## config.mk

```make
export PLATFORM = sky130hd
export DESIGN_NAME = iso14443a_pcd_miller_tx_flat
export DESIGN_NICKNAME = d
export VERILOG_FILES = /design/src/rtl/iso14443a_pcd_miller_tx_if.sv /design/src/rtl/iso14443a_pcd_miller_tx.sv /design/src/flat_wrapper.sv
export SDC_FILE = /design/constraint.sdc
export NUM_CORES = 1
export LEC_CHECK = 0
export ABC_AREA = 1
export CORE_MARGIN = 2
export CORE_UTILIZATION = 49
export DETAILED_ROUTE_END_ITERATION = 7
export HOLD_SLACK_MARGIN = 0.05
export PLACE_DENSITY = 0.8
export SLEW_MARGIN = 20
export SYNTH_ARGS = -nofsm -noshare
export SYNTH_HDL_FRONTEND = slang
export SYNTH_SLANG_ARGS = --single-unit
export TNS_END_PERCENT = 5
```

## constraint.sdc

```tcl
create_clock -name clk -period 1.5 [get_ports clk]
set_input_delay 0.45 -clock clk [delete_from_list [all_inputs] [get_ports clk]]
set_output_delay 0.45 -clock clk [all_outputs]
set_load 0.005 [all_outputs]
```

## src/rtl/iso14443a_pcd_miller_tx_if.sv

```systemverilog
// Bit-stream handshake between the frame builder and the Type A reader transmitter.
// The master presents one bit at a time and the slave strobes tx_ready when it takes the bit.
interface iso14443a_pcd_miller_tx_if;
  logic tx_data;
  logic tx_last;
  logic tx_valid;
  logic tx_ready;

  modport master (output tx_data, output tx_last, output tx_valid, input tx_ready);
  modport slave  (input tx_data, input tx_last, input tx_valid, output tx_ready);
endinterface

```

## src/rtl/iso14443a_pcd_miller_tx.sv

```systemverilog
// ISO/IEC 14443-2 Type A reader-side transmitter: Modified-Miller encodes a serial bit stream
// into the registered pause envelope pause_n, framed by SOC and EOC.
module iso14443a_pcd_miller_tx #(
  parameter int BIT_CLOCKS = 128,
  parameter int PAUSE_LEN  = 32
) (
  input  logic                     clk,
  input  logic                     rst_n,
  iso14443a_pcd_miller_tx_if.slave tx,
  output logic                     pause_n,
  output logic                     busy,
  output logic                     underflow
);

  localparam int CW = $clog2(BIT_CLOCKS);
  localparam logic [CW-1:0] C_LAST  = CW'(BIT_CLOCKS - 1);
  localparam logic [CW-1:0] C_HALF  = CW'(BIT_CLOCKS / 2);
  localparam logic [CW-1:0] C_PAUSE = CW'(PAUSE_LEN);
  localparam logic [CW-1:0] C_XEND  = CW'(BIT_CLOCKS / 2 + PAUSE_LEN);

  typedef enum logic [2:0] {S_IDLE, S_SOC, S_DATA, S_EOC0, S_EOCY} state_e;
  typedef enum logic [1:0] {SEQ_Z, SEQ_X, SEQ_Y} seq_e;

  state_e        state_q, state_d;
  seq_e          seq_q, seq_d;
  logic [CW-1:0] cnt_q, cnt_d;
  logic          last_q, last_d;
  logic          prev_zero_q, prev_zero_d;  // symbol in flight is SOC or a logical '0'
  logic          underflow_d;
  logic          busy_d;
  logic          pause_n_d;
  logic          period_end;

  // '1' is always X; '0' is Z only after SOC or another '0', otherwise Y.
  function automatic seq_e encode(input logic bit_val, input logic prev_zero);
    if (bit_val)   return SEQ_X;
    if (prev_zero) return SEQ_Z;
    return SEQ_Y;
  endfunction

  assign period_end = (cnt_q == C_LAST);
  assign tx.tx_ready = period_end &&
                       ((state_q == S_SOC) || ((state_q == S_DATA) && !last_q));

  always_comb begin
    // NOTE: every combinational output gets a default first so no path infers a latch.
    state_d     = state_q;
    seq_d       = seq_q;
    last_d      = last_q;
    prev_zero_d = prev_zero_q;
    underflow_d = 1'b0;
    cnt_d       = ((state_q == S_IDLE) || period_end) ? '0 : cnt_q + 1'b1;

    case (state_q)
      S_IDLE: begin
        if (tx.tx_valid) begin
          state_d     = S_SOC;
          seq_d       = SEQ_Z;
          last_d      = 1'b0;
          prev_zero_d = 1'b1;
        end
      end
      S_SOC, S_DATA: begin
        if (period_end) begin
          if ((state_q == S_DATA) && last_q) begin
            state_d     = S_EOC0;
            seq_d       = encode(1'b0, prev_zero_q);
            prev_zero_d = 1'b1;
          end else if (tx.tx_valid) begin
            state_d     = S_DATA;
            last_d      = tx.tx_last;
            seq_d       = encode(tx.tx_data, prev_zero_q);
            prev_zero_d = !tx.tx_data;
          end else begin
            // Starved mid-frame: close the frame cleanly rather than stall the carrier.
            underflow_d = 1'b1;
            state_d     = S_EOC0;
            seq_d       = encode(1'b0, prev_zero_q);
            prev_zero_d = 1'b1;
          end
        end
      end
      S_EOC0: begin
        if (period_end) begin
          state_d = S_EOCY;
          seq_d   = SEQ_Y;
        end
      end
      S_EOCY: begin
        if (period_end) state_d = S_IDLE;
      end
      default: state_d = S_IDLE;
    endcase

    // Outputs are derived from the next state so the registered envelope lines up with c=0.
    busy_d    = (state_d != S_IDLE);
    pause_n_d = !(busy_d &&
                  (((seq_d == SEQ_Z) && (cnt_d < C_PAUSE)) ||
                   ((seq_d == SEQ_X) && (cnt_d >= C_HALF) && (cnt_d < C_XEND))));
  end

  always_ff @(posedge clk or negedge rst_n) begin
    if (!rst_n) begin
      state_q     <= S_IDLE;
      seq_q       <= SEQ_Y;
      cnt_q       <= '0;
      last_q      <= 1'b0;
      prev_zero_q <= 1'b1;
      pause_n     <= 1'b1;
      busy        <= 1'b0;
      underflow   <= 1'b0;
    end else begin
      // NOTE: non-blocking assignments so every register samples pre-edge values.
      state_q     <= state_d;
      seq_q       <= seq_d;
      cnt_q       <= cnt_d;
      last_q      <= last_d;
      prev_zero_q <= prev_zero_d;
      pause_n     <= pause_n_d;
      busy        <= busy_d;
      underflow   <= underflow_d;
    end
  end

endmodule
```

## src/flat_wrapper.sv

```systemverilog
// flat-port wrapper written by rule: the top's interface ports become plain ports
module iso14443a_pcd_miller_tx_flat 
#(
  parameter int BIT_CLOCKS = 128,
  parameter int PAUSE_LEN  = 32
)
  (clk, rst_n, pause_n, busy, underflow, tx_tx_data, tx_tx_last, tx_tx_valid, tx_tx_ready);
  iso14443a_pcd_miller_tx_if tx_i ();
  input  logic clk;
  input  logic rst_n;
  output logic pause_n;
  output logic busy;
  output logic underflow;
  input wire logic [$bits(tx_i.tx_data)-1:0] tx_tx_data;
  input wire logic [$bits(tx_i.tx_last)-1:0] tx_tx_last;
  input wire logic [$bits(tx_i.tx_valid)-1:0] tx_tx_valid;
  output wire logic [$bits(tx_i.tx_ready)-1:0] tx_tx_ready;
  assign tx_i.tx_data = tx_tx_data;
  assign tx_i.tx_last = tx_tx_last;
  assign tx_i.tx_valid = tx_tx_valid;
  assign tx_tx_ready = tx_i.tx_ready;
  iso14443a_pcd_miller_tx #(.BIT_CLOCKS(BIT_CLOCKS), .PAUSE_LEN(PAUSE_LEN)) u_core (.clk(clk), .rst_n(rst_n), .tx(tx_i), .pause_n(pause_n), .busy(busy), .underflow(underflow));
endmodule
```

==> results of run 1 <==
==> worst max path at each step <==
stage,endpoint,slack [ns],cells past startpoint
global placement,tx_tx_ready,-0.32,6
floorplan,tx_tx_ready,0.006,5
CTS,tx_tx_ready,-0.31,6
global route,tx_tx_ready,-0.36,6
finish,tx_tx_ready,-0.26,6
detailed placement,tx_tx_ready,-0.36,6
==> worst max-delay path: stages, from the launching register on <==
cell and delay, ns:
dfrtp_1 0.37, ha_2 0.19, nand3_2 0.08, nor2_4 0.11, nand2_2 0.06, a21oi_2 0.09
buf_2 0.11
==> cell usage in the layout, fill, tap and decap left out, drive strengths merged <==
cell type / instances
o21bai: 2
dfrtp: 14
nand3: 9
dfstp: 3
inv: 16
nor2: 23
or2: 1
buf: 30
o21a: 1
nand2: 41
ha: 1
nor3b: 1
clkbuf: 4
a21oi: 9
o21ai: 4
dlygate4sd2: 2
clkdlybuf4s50: 4
==> metrics by stage <==
step	hold slack, ns	setup WS [ns]	std cells	TNS (ns)	util (%)
2_1_floorplan	0.154	0.00581	125	0	-
3_3_place_gp	0.478	-0.321	182	-0.854	70.0
3_5_place_dp	0.486	-0.357	182	-1.12	70.0
4_1_cts	0.463	-0.310	188	-0.452	71.8
5_1_grt	0.488	-0.364	190	-1.03	74.8
6_report	0.464	-0.260	190	-0.493	74.8
==> area by class of cell <==
cell class,instances,area [sq um]
repair buffers,36,282
well taps,25,31.3
flip-flops and latches,17,429
clock buffers,4,26.3
inverters,16,60.1
fillers,150,445
multi-input cells,92,490
==> sequential cells by signal (all words and copies together), names as in the netlist <==
signal,flops
u_core.busy,1
u_core.cnt_q,7
u_core.last_q,1
u_core.pause_n,1
u_core.prev_zero_q,1
u_core.seq_q,2
u_core.state_q,3
u_core.underflow,1
==> timing repair <==
item	in CTS	in global routing
endpoints found under the setup margin	7	9
hold buffers	0	0
pin swaps	5	3
gates resized for setup	11	10
buffers inserted	2	2
==> logic make-up after synthesis <==
logic type	count (synthesis)
simple gates	75
buf+inv	16
flops	17
fa+ha+maj	1
compound gates	16
==> power by group through the flow <==
stage	clock network (mW)	registers (mW)	logic, mW
4_1_cts	0.266	0.617	0.643
2_1_floorplan	0	0.634	0.317
3_5_place_dp	0	0.626	0.639
3_3_place_gp	0	0.617	0.626
5_1_grt	0.280	0.627	0.773
6_report	0.258	0.621	0.693
==> routing by layer <==
layer	up-vias	track usage, %
li1	470	-
met1	406	31.3
met2	23	34.9
met3	5	6.79
met4	0	10.3
met5	-	0
==> results.md, run 1 <==
- Critical path class: flip-flop to output port
- Synthesized flop and latch total: 17
- Max Buffers Root-to-Sink: 2
- Largest family of logic cells by synthesized area: simple AND/OR/NAND/NOR gates
- Uppermost layer routed: met4
- Status: finished with violations
- Complex-gate fraction of the synthesized area: 9.83%
- Ys flop type: dfrtp_1
- Worst-path clk slew: 0.10 ns
- Post-synth cell types: 18
- Number of global-route vias before repair: 831
- VDD IR max: approximately 0.75 mV
- TritonCTS Buffers: 3
- Initial Util: a little over half
- DR vias: 904
- DRT Wirelength: 2120 um
- Largest net degree at the start of global routing: 18
- Critical R2R Capture: u_core.pause_n
- Post-synthesis adder-cell area fraction: under 10%
- Drc violations: 0
- Placed wire-length estimate: 1580 um
- First-pass GRT wire length: 3530 um
- Leak Pwr: 0.730 nW
- Min Clock Period, post-route: 1.76 ns
- Top post-synthesis cells by area: dfrtp_1 (38%), nand2_1 (13%), dfstp_2 (8.5%), nor2_1 (7.3%), inv_1 (5.7%)
- Final #Nets: 172
- Hold crit path type: input port to async pin
- Async set-reset flop share out of synthesis: 100%
- Power per cell area: 1190 nW/um^2
- Io pins: 9
- Chip Height: between 40 and 50 um
- Initial DRC Count: 25
- Number of max-cap violations: 0
- CTS sink cnt: 17
- R2R setup slack: -0.17 ns
- Critical Path Start: u_core.cnt_q[0]
- Max Freq: 0.568 GHz
- Slew @ Worst Pin: 0.221 ns
- Die area: ~2300 sq um
- XOR/XNOR share of the synthesized area: 0%
- Antenna violations before repair: 0
- Synth-to-layout area growth: 41.9%
- Sw Share: 36.1%
- Worst R2R Path Depth: 10
- Clock Power Share: 16.4%
- H-tree levels: 1
- R2R Path Start: u_core.cnt_q[1]
- Slew Limit Headroom: 85.3%
- Sw Pwr: between 500 and 600 uW
- Hold Fails Final Rpt: 0
- Crit start category: flip-flop
- Post-synthesis cell area: 930 sq um
- Dpl cell area: 1230 sq um
- Ratio of cells with drive above 1 in the final layout: 40.0%
- ANT nets after route: 0
- Yosys warns: 0
- Final Cell Area: 1320 sq um
- N_diodes: 0
- Mapped Avg Cell Area: roughly 7.4 sq um
- Met1 Wirelength: between 900 and 1000 um
- Seq pwr share: 39.5%
- Worst Path Arrival: 1.31 ns
- WL/cell: around 11 um
- Die width: 47.6 um
- Fin worst setup slack: -0.260 ns
- Avg Vias per Cell: 4.76
- Clk root buf: clkbuf_4
- Crit share post-route: 117%
- Most numerous cell in the Yosys netlist: nand2_1
- Number of synthesized flops with an enable pin: 0
- Gate Count Post-Synth: 125
- Wire length on met3: around 130 um
- CTS tree: yes
- CP Max Fanout: 2
- Top-area cell type share of the netlist area: 37.7%
- Pre-antenna DRT Iters: 4
- Sequential share of the synthesized area: 46.2%
- Most instantiated cells after synthesis: nand2_1 (33), nor2_1 (18), dfrtp_1 (14), inv_1 (14), nand3_1 (9)
- P_int: 1.00 mW
- Logic pwr share: 44.1%
- Met2 routed WL: 976 um
- Area of the core: 1760 sq um
- CP endpoint kind: output port
- Synth Area in Simple Gates: 36.2%
- Worst-Skew Late Latency: roughly 0.30 ns
- Leading area contributor after synthesis: dfrtp_1
- Endpoints failing setup: 4
- GRT Residual Overflow: 0
- Unrepaired setup endpoints after global routing: yes
- Data required time of the worst path: approximately 1.1 ns
- Max Transition Viols Final: 0
- I/O Buffers: 8
- RD Place Congestion: 0.856
- Overall power: 1.57 mW
- Mux contribution to synthesized area: 0%
- Violated checks: negative setup slack
- Post-Syn Nets: 131
- Rows: 15
- Total track usage: 23.2%
- Clk_skew: 0.00316 ns
(Power assumes the default switching activity.)
==> run 2: changes to the inputs <==
Settings changed: CORE_MARGIN 2 to 4, MAX_ROUTING_LAYER set to met4.
==> run 2 against run 1 <==
Against the previous run: the flow still finishes with violations (negative setup slack); clock-buffer cell count decreased by 1; global-route usage decreased by 6.5 points; total power decreased by 2.2%; setup slack improved by 0.0057 ns; critical path type unchanged.
==> results.md, run 2 (synthesis gave the netlist of run 1 again) <==
- Initial DRC Count: 25 (unchanged)
- Dpl cell area: 1240 sq um (+0.61%)
- CP Max Fanout: 2 (unchanged)
- Number of max-cap violations: 0 (unchanged)
- Leak Pwr: 0.732 nW (+0.17%)
- Die area: 2660 sq um (+18%)
- Clk_skew: 0.00571 ns (+0.00255 ns)
- Avg Vias per Cell: 4.68 (-1.5%)
- Final Cell Area: 1320 sq um (-0.28%)
- ANT nets after route: 0 (unchanged)
- Endpoints failing setup: 4 (unchanged)
- Largest net degree at the start of global routing: 18 (unchanged)
- N_diodes: 0 (unchanged)
- Ratio of cells with drive above 1 in the final layout: 37.6% (-2.4 points)
- Max reg flops: 7 (unchanged)
- Io pins: 9 (unchanged)
- First-pass GRT wire length: 3230 um (-8.4%)
- CP endpoint kind: output port
- H-tree levels: 1 (unchanged)
- RD Place Congestion: 0.839 (-2.0%)
- Biggest regs: u_core.cnt_q (7), u_core.state_q (3), u_core.seq_q (2)
- Total track usage: 16.7% (-6.5 points)
- Final non-filler cell total: 190 (unchanged)
- Status: finished with violations
- Placed wire-length estimate: 1500 um (-4.8%)
- Slew @ Worst Pin: 0.206 ns (-0.0149 ns)
- Hold Fails Final Rpt: 0 (unchanged)
- Final #Nets: 172 (unchanged)
- Violated checks: negative setup slack
- Min Clock Period, post-route: 1.75 ns (-0.00572 ns)
- CTS sink cnt: 17 (unchanged)
- Worst-path clk slew: 0.10 ns (about the same)
- Pre-antenna DRT Iters: 5 (+1)
- Total of fill cells in the finished design: 139 (-7.3%)
- Max Transition Viols Final: 0 (unchanged)
- Worst Path Arrival: 1.30 ns (about the same)
- Fin worst setup slack: -0.254 ns (+0.00572 ns)
- Area of the core: 1760 sq um (unchanged)
- Hold crit path type: input port to async pin
- WL/cell: 10.8 um (-3.0%)
- Unrepaired setup endpoints after global routing: yes
- Initial Util: 52.7% (unchanged)
- CTS tree: yes
- Max Freq: 0.570 GHz (+0.33%)
- GRT Residual Overflow: 0 (unchanged)
- Die width: 51.6 um (+8.4%)
- DRT Wirelength: 2060 um (-3.0%)
- Critical path class: flip-flop to output port
- Crit start category: flip-flop
- Crit share post-route: 117% (-0.38 points)
- Antenna violations before repair: 0 (unchanged)
- Data required time of the worst path: 1.05 ns (about the same)
- # placed instances: 183 (+0.55%)
- Slew Limit Headroom: 86.1% (+0.85 points)
- Slowest Stage Delay on Critical Path: 0.37 ns (about the same)
- CP top delay family: flip-flops
- Clk root buf: clkbuf_4
- Max Buffers Root-to-Sink: 2 (unchanged)
- Largest register by flop count: u_core.cnt_q
- Critical path's slowest cell: dfrtp_1
- Power per cell area: 1170 nW/um^2 (-2.0%)
- Commonest non-fill, non-tap cells in the layout: nand2_1 (31), buf_4 (28), nor2_1 (16), inv_1 (14), dfrtp_1 (14)
- Most common cell after layout, fill and taps aside: nand2_1
- Hold Buf Count CTS: 0 (unchanged)
- TritonCTS Buffers: 3 (unchanged)
- Worst-Skew Late Latency: 0.29 ns (about the same)
- Synth-to-layout area growth: 41.5%
- VDD IR max: 1.09 mV (+45%)
- I/O Buffers: 8 (unchanged)
- WP buf/inv: 1 (unchanged)
- Number of global-route vias before repair: 786 (-5.4%)
- DR vias: 890 (-1.5%)
- Drc violations: 0 (unchanged)
- Chip Height: 51.6 um (+8.4%)
- Rows: 15 (unchanged)
- Worst path cell trace: ha_2 > nand3_2 > nor2_4 > nand2_2 > a21oi_2 > buf_2
[run 2: cell count changes in the layout (fill, tap and decap cells not counted), sizes merged]
cell and change:
clkinv +1, clkdlybuf4s15 +1, buf -1, clkbuf -1
[run 2: where the power goes]
| group | internal [mW] | switching, mW |
|---|---|---|
| clock | 0.0993 | 0.146 |
| sequential | 0.563 | 0.0526 |
| combinational | 0.326 | 0.349 |
[run 2: layer usage]
metal,share of wire [%],track usage [%]
met5,0,-
met1,48,22.3
met2,45,24.8
met3,5.5,4.58
met4,0.83,5.24
[run 2: worst register-to-register path: cells and delay by family (launching register included)]
family,cells,cell delay (ns)
simple gates,7,0.66
buf+inv,2,0.28
fa+ha+maj,1,0.20
flops,1,0.40
[run 2: layout make-up]
cell class                      count  area [sq um]  area share, %
Tap cell                           25          31.3           2.38
Sequential cell                    17           429           32.6
Multi-Input combinational cell     92           484           36.8
Clock buffer                        3          22.5           1.71
Clock inverter                      1          5.00          0.381
Inverter                           16          60.1           4.57
Timing Repair Buffer               36           283           21.5
[run 2: stage by stage]
step           util (%)  setup WS, ns  TNS (ns)  power (mW)  hold WS (ns)
3_5_place_dp       70.4        -0.345    -0.964        1.26         0.499
6_report           74.5        -0.254    -0.392        1.54         0.468
3_3_place_gp       70.4        -0.323    -0.795        1.24         0.492
2_1_floorplan         -       0.00581         0       0.952         0.154
5_1_grt            74.5        -0.362    -0.907        1.65         0.468
4_1_cts            72.1        -0.298    -0.422        1.52         0.469
[run 2: repair_timing]
item                                    in CTS  in global routing
pin swaps                                    5                  2
gates resized for setup                      9                  7
setup buffers                                1                  2
endpoints found under the setup margin       7                  8
gates cloned                                 0                  0
[run 2: final timing paths]
kind | startpoint | endpoint | slack, ns | depth (start not counted)
min reg2reg | u_core.prev_zero_q | u_core.prev_zero_q | 0.52 | 2
max in group asynchronous | rst_n | u_core.pause_n | 0.77 | 2
min in group clk | u_core.prev_zero_q | u_core.prev_zero_q | 0.52 | 2
min | rst_n | u_core.cnt_q[1] | 0.47 | 2
max reg2reg | u_core.cnt_q[1] | u_core.pause_n | -0.08 | 10
max | u_core.cnt_q[1] | tx_tx_ready | -0.25 | 6
